===== config.mk =====
export PLATFORM = sky130hd
export DESIGN_NAME = controller_responder_m
export DESIGN_NICKNAME = d
export VERILOG_FILES = /design/src/rtl/controller_responder_m.sv
export SDC_FILE = /design/constraint.sdc
export NUM_CORES = 1
export LEC_CHECK = 0
export CAP_MARGIN = 20
export CORE_UTILIZATION = 45
export DETAILED_ROUTE_END_ITERATION = 10
export PLACE_DENSITY = 0.71
export SYNTH_ARGS = -nofsm -noshare
export SYNTH_HDL_FRONTEND = slang
export SYNTH_SLANG_ARGS = --single-unit

===== constraint.sdc =====
create_clock -name cpu_clk -period 1.65 [get_ports cpu_clk]
set_input_delay 0.33 -clock cpu_clk [delete_from_list [all_inputs] [get_ports cpu_clk]]
set_output_delay 0.33 -clock cpu_clk [all_outputs]
set_load 0.05 [all_outputs]

===== src/rtl/controller_responder_m.sv =====
// -----------------------------------------------------------------------------
// controller_responder_m
//
// Responder side of a latch/clock serial button-pad protocol. While the
// initiator holds controller_latch high, the button levels are loaded in
// parallel into a shift register. After the latch falls, every rising edge
// of controller_clk moves the register one place toward bit 0. The register
// bit 0 is presented, inverted, on controller_data_out_B. When NUM_BUTTONS
// bits have gone out, read_done pulses for one cycle and the block parks in
// DONE until the next latch.
//
// Parameters
//   NUM_BUTTONS          serial bits per read frame (1..15)
//
// Ports
//   cpu_clk              the single clock; all state updates on its rising edge
//   rst                  synchronous, active-high reset
//   buttons_in           button levels, 1 = pressed; bit 0 is shifted out first
//   controller_latch     latch from the initiator; high = parallel load
//   controller_clk       serial clock from the initiator; idles high
//   controller_data_out_B serial data, active-low (0 = pressed), registered
//   shift_count          bits shifted since the latch fell (saturates)
//   read_done            one-cycle pulse when the last bit has been shifted
//   state                IDLE=0, LOAD=1, SHIFT=2, DONE=3
//
// Build option
//   CONTROLLER_RESPONDER_SYNC_EN  when defined, controller_latch and
//   controller_clk pass through two-flop synchronizers first, which adds two
//   cycles to every input-to-output latency. When undefined, both inputs are
//   sampled directly.
// -----------------------------------------------------------------------------
module controller_responder_m #(
  parameter int NUM_BUTTONS = 8
) (
  input  logic                   cpu_clk,
  input  logic                   rst,
  input  logic [NUM_BUTTONS-1:0] buttons_in,
  input  logic                   controller_latch,
  input  logic                   controller_clk,
  output logic                   controller_data_out_B,
  output logic [3:0]             shift_count,
  output logic                   read_done,
  output logic [1:0]             state
);

  typedef enum logic [1:0] {
    IDLE  = 2'd0,
    LOAD  = 2'd1,
    SHIFT = 2'd2,
    DONE  = 2'd3
  } state_e;

  localparam logic [3:0] LAST_COUNT = 4'(NUM_BUTTONS);
  // Count value just before the final shift of a frame.
  localparam logic [3:0] PRE_LAST   = 4'(NUM_BUTTONS - 1);

  // ---------------------------------------------------------------------------
  // Input sampling
  // ---------------------------------------------------------------------------
  logic latch_s;
  logic clk_s;

`ifdef CONTROLLER_RESPONDER_SYNC_EN
  // Two-flop synchronizers; bit 1 is the synchronized output. The clock
  // chain resets to 1 so an idle-high serial clock sees no edge after reset.
  logic [1:0] latch_sync_q;
  logic [1:0] clk_sync_q;

  always_ff @(posedge cpu_clk) begin
    if (rst) begin
      latch_sync_q <= 2'b00;
      clk_sync_q   <= 2'b11;
    end else begin
      latch_sync_q <= {latch_sync_q[0], controller_latch};
      clk_sync_q   <= {clk_sync_q[0], controller_clk};
    end
  end

  assign latch_s = latch_sync_q[1];
  assign clk_s   = clk_sync_q[1];
`else
  assign latch_s = controller_latch;
  assign clk_s   = controller_clk;
`endif

  // ---------------------------------------------------------------------------
  // State
  // ---------------------------------------------------------------------------
  state_e                 state_q,    state_d;
  logic [NUM_BUTTONS-1:0] shift_q,    shift_d;
  logic [3:0]             count_q,    count_d;
  logic                   done_q,     done_d;
  logic                   data_out_q, data_out_d;
  logic                   clk_prev_q;
  logic                   clk_rise;

  // Rising edge of the serial clock as seen across two consecutive samples.
  assign clk_rise = clk_s & ~clk_prev_q;

  // NOTE: every variable driven here gets a default before any branch, so no
  // path leaves a value unassigned and no latch is inferred.
  always_comb begin
    state_d    = state_q;
    shift_d    = shift_q;
    count_d    = count_q;
    done_d     = 1'b0;
    data_out_d = 1'b1;

    if (latch_s) begin
      // Latch has priority over everything, including a same-cycle clock
      // edge, and keeps reloading for as long as it stays high.
      state_d = LOAD;
      shift_d = buttons_in;
      count_d = '0;
    end else begin
      unique case (state_q)
        LOAD: begin
          // Any edge seen in this cycle is dropped on purpose.
          state_d = SHIFT;
          count_d = '0;
        end
        SHIFT: begin
          if (clk_rise && (count_q != LAST_COUNT)) begin
            // Logical shift fills the vacated top bit with "not pressed".
            shift_d = shift_q >> 1;
            count_d = count_q + 4'd1;
            if (count_q == PRE_LAST) begin
              state_d = DONE;
              done_d  = 1'b1;
            end
          end
        end
        default: ;  // IDLE and DONE ignore the serial clock.
      endcase
    end

    // Data follows the register only while a frame is live; otherwise the
    // line rests at "not pressed".
    if ((state_q == LOAD) || (state_q == SHIFT)) begin
      data_out_d = ~shift_q[0];
    end
  end

  // NOTE: sequential state uses non-blocking assignments so every register
  // samples the pre-edge values, independent of statement order.
  always_ff @(posedge cpu_clk) begin
    if (rst) begin
      state_q    <= IDLE;
      shift_q    <= '0;
      count_q    <= '0;
      done_q     <= 1'b0;
      data_out_q <= 1'b1;
      clk_prev_q <= 1'b1;
    end else begin
      state_q    <= state_d;
      shift_q    <= shift_d;
      count_q    <= count_d;
      done_q     <= done_d;
      data_out_q <= data_out_d;
      clk_prev_q <= clk_s;
    end
  end

  assign controller_data_out_B = data_out_q;
  assign shift_count           = count_q;
  assign read_done             = done_q;
  assign state                 = state_q;

endmodule


Yosys cells after proc, flatten, opt, wreduce, memory -nomap -nowiden

Cells that the tools add are included.

Add/subtract/negate cells: 1
Multipliers: 0
Div/mod/pow operators: 0
Magnitude comparators: 0
Equal/unequal tests: 8
Shifts and indexed selects: 0
Muxes and demuxes: 10
Bitwise logic cells: 6
Reductions and logical operators: 13

Operator list:

| kind                | count |
|---|---|
| $mux 8              | 3 |
| $pmux 4 s2          | 1 |
| $ne 3x3->1 const B  | 2 |
| $reduce_and 3->1    | 2 |
| $reduce_bool 2->1   | 3 |
| $not 1->1           | 5 |
| $add 4x1->4 const B | 1 |
| $eq 4x3->1 const B  | 1 |
| $mux 2              | 2 |
| $mux 4              | 1 |
| $ne 2x2->1 const B  | 2 |
| $ne 4x4->1 const B  | 1 |
| $pmux 2 s2          | 1 |
| $reduce_and 2->1    | 2 |
| $reduce_or 2->1     | 2 |
| $reduce_or 4->1     | 1 |
| $reduce_bool 3->1   | 1 |
| $eq 2x1->1 const B  | 1 |
| $eq 2x2->1 const B  | 1 |
| $mux 1              | 2 |
| $and 1x1->1         | 1 |
| $logic_and 1x1->1   | 1 |
| $logic_or 1x1->1    | 1 |

Flip-flop bits (word level): 17
Bits in latches: 0
Bits in writable memories: 0
Bits in read-only memories: 0
Output and inout port bits: 8
Memories kept: 0

Logic depth before layout (Yosys ltp)

Depth after elaboration: 6
Gate-level depth with buffers: 6
Gate-level depth less buffers: 5

Worst setup path after synthesis

No wires, ideal clock.

Kind: register to register
From: register state_q[0] (netlist: state[0])
To: register shift_q[2]
Setup time: 0.103 ns
Data arrival time: 1.710 ns
Setup slack: -0.163 ns
Stages on the path, launching flop included: 7
Path buffers: 1
Period minus slack after synthesis: 1.813 ns
Path through: dfxtp_1 -> inv_1 -> ha_1 -> and3b_1 -> buf_6 -> and3_1 -> a2111oi_2

Word-level cells in the longest chain between the ends: 3

RTL lines:

| element                            | RTL line | source |
|---|---|---|
| start, declared                    | 89       | `state_e state_q, state_d;` |
| start signal, assigned             | 155      | `state_q <= state_d;` |
| $eq 2x2->1                         | 116      | `unique case (state_q)` |
| $reduce_bool 2->1 (no source line) | n/a      |  |
| $reduce_and 2->1 (no source line)  | n/a      |  |
| end signal, assigned               | 156      | `shift_q <= shift_d;` |
| end, declared                      | 90       | `logic [NUM_BUTTONS-1:0] shift_q, shift_d;` |

Every way passes these cells.
A chain may end at the register's enable or synchronous reset.

Final worst setup path

From: register state_q[0] (netlist: state[0])
To: register shift_q[5]

Same word-level chain as after synthesis.

==> metrics.txt <==
antenna violations before repair 0; total power 791 uW; routed via count 763; worst slew pin tran 349 ps; Power Density 671 nW/um^2; Max Fclk 668 MHz; most common cell after layout, fill and taps aside buf_4; routability cong. 0.758; # rows 15; Critical Path End Type flip-flop; I/O Buffers 19; drt total wl 1770 um; RR Startpoint state[0]; GRT Util Overall 19.2%; status finished clean; routed vias/inst 5.23; Mapped Cells 93; Netlist cell types 29; Iter 0 DRT Violations 25; Hold Crit Start shift_q[0]; clk root buf clkbuf_4; syn nets 109; Startpoint Class flip-flop; Placed Area 1150 sq um; grt total ovfl 0; Post-DRT Antenna Nets 0; initial core utilization 49.4%; Clock Path Buffers 2; static leakage 0.000459 uW; Fin. Hold Viols 0; RSZ-0062 raised after global routing false; Final min period 1500 ps; DR WL/cell 12.1 um; DP HPWL 1330 um; Die ar. 2120 sq um; Die W 46.0 um; worst path required time 1840 ps; Reg2Reg Setup Slack 150 ps; vias in the first global route 703; H-tree depth 1; Slew Viols, Final 0; Syn Std Cell Area 871 sq um; maximum VDD drop 0.582 mV; register area share after synthesis 39.1%; largest net degree at the start of global routing 12; clock latency at the later pin of the worst-skew pair 280 ps; # setup viols final 0; flops & latches, synth 17; Avg Inst Size Synth 9.36 sq um; Worst EP arrival 1680 ps; Setup Skew 3.39 ps; area leader, netlist dfxtp_1; Ports 20; layout filler cell count 160; CTS tree done; Finished Cell Area 1180 sq um; worst-path maximum fanout 9; Final period util 90.7%; TritonCTS buffer count 3; top cell type's share of synthesized area 39.1%; synth top area cells dfxtp_1 (39%), a2111oi_2 (12%), ha_1 (5.7%), nor2b_1 (5.7%), nor2_1 (4.7%); Die Y 46.0 um; fraction of layout cells with a size suffix above 1 30.6%; Pre-antenna DRT Iters 4; nets 138; Hold WC Path Type flip-flop to flip-flop; max-cap violations 0; number of remaining DRC errors 0; most frequent cells in the layout buf_4 (16), dfxtp_1 (13), nor2_1 (11), clkdlybuf4s50_1 (11), nor2b_1 (8); Post-Route Utilization 66.8%; Core Box Area 1760 sq um; synthesis warning total 0; Worst-path clk slew 100 ps; Setup Fix Bufs, Post-CTS 0; Worst slew margin 76.5%; CP Class flip-flop to flip-flop; ant diodes 0; Area growth syn-to-layout 35.3%; Worst Setup SP state[0]; first-pass GRT wire length 2950 um; clock tree sinks 17
-- cells in the mapped netlist, drive strengths merged --
library cell  count
a2111oi           7
a211oi            2
a21oi             6
a31oi             1
and3              5
and3b             2
buf               3
clkbuf            2
dfxtp            17
ha                4
inv               5
nand2             3
nand2b            1
nand3             4
nand3b            2
nand4b            1
nor2             11
nor2b             8
nor4              1
o211ai            4
o21ai             1
or2               2
or3               1
-- power by group --
group	internal [uW]	switching, uW	leakage (uW)
Combinational	70.5	63.1	0.000300
Clock	89.9	131	0.0000177
Sequential	429	7.12	0.000141
Total	590	201	0.000459
-- registers in the layout (all words and copies together), names as in the netlist --
signal / cells
controller_data_out_B: 1
read_done: 1
shift_count: 4
clk_prev_q: 1
state: 2
shift_q: 8
-- cell type report --
class                   count  area [sq um]  share of cell area [%]
well taps                  25          31.3                    2.65
clock inverters             1          5.00                   0.425
inverters                   5          18.8                    1.59
multi-input cells          66           485                    41.2
flip-flops and latches     17           345                    29.3
repair buffers             29           270                    22.9
clock buffers               3          22.5                    1.91
-- what timing repair did --
| action | 4_1_cts | 5_1_grt |
|---|---|---|
| gates resized for setup | 0 | 1 |
| setup endpoints to repair | 0 | 7 |
| hold buffers | 0 | 0 |
-- kinds of logic after synthesis --
family / count (synthesis) / synth area share, %
buffers and inverters: 10 / 5.32
adder cells (fa/ha/maj): 4 / 5.75
flip-flops: 17 / 39.1
AO/OA/AOI/OAI: 21 / 22.0
AND/OR/NAND/NOR: 41 / 27.9
-- metal layers --
metal / vias to the layer above / global-route usage [%] / wire, um
li1: 390 / - / -
met3: 2 / 3.57 / 89
met2: 19 / 27.9 / 791
met1: 352 / 28.6 / 875
met4: 0 / 5.29 / 13
met5: - / 0 / 0
-- final timing paths --
| path | to | cells after the start |
|---|---|---|
| worst max-delay path | shift_q[5] | 5 |
| worst min-delay path | controller_data_out_B | 1 |
| worst max register to register | shift_q[5] | 5 |
| worst min register to register | controller_data_out_B | 1 |
-- worst max-delay path: stages (launching register included) --
cell	delay [ps]
dfxtp_2	360
inv_1	50
ha_1	210
and3b_2	280
and3_1	180
a2111oi_2	320
-- through the flow --
step,hold slack [ps],cells,worst slack (ps),setup TNS [ps]
2_1_floorplan,358,93,19.4,0
3_3_place_gp,373,142,-88.6,-911
3_5_place_dp,373,142,-156,-1280
4_1_cts,398,146,74.6,0
5_1_grt,423,146,53.3,0
6_report,392,146,153,0
(Power assumes the default switching activity.)
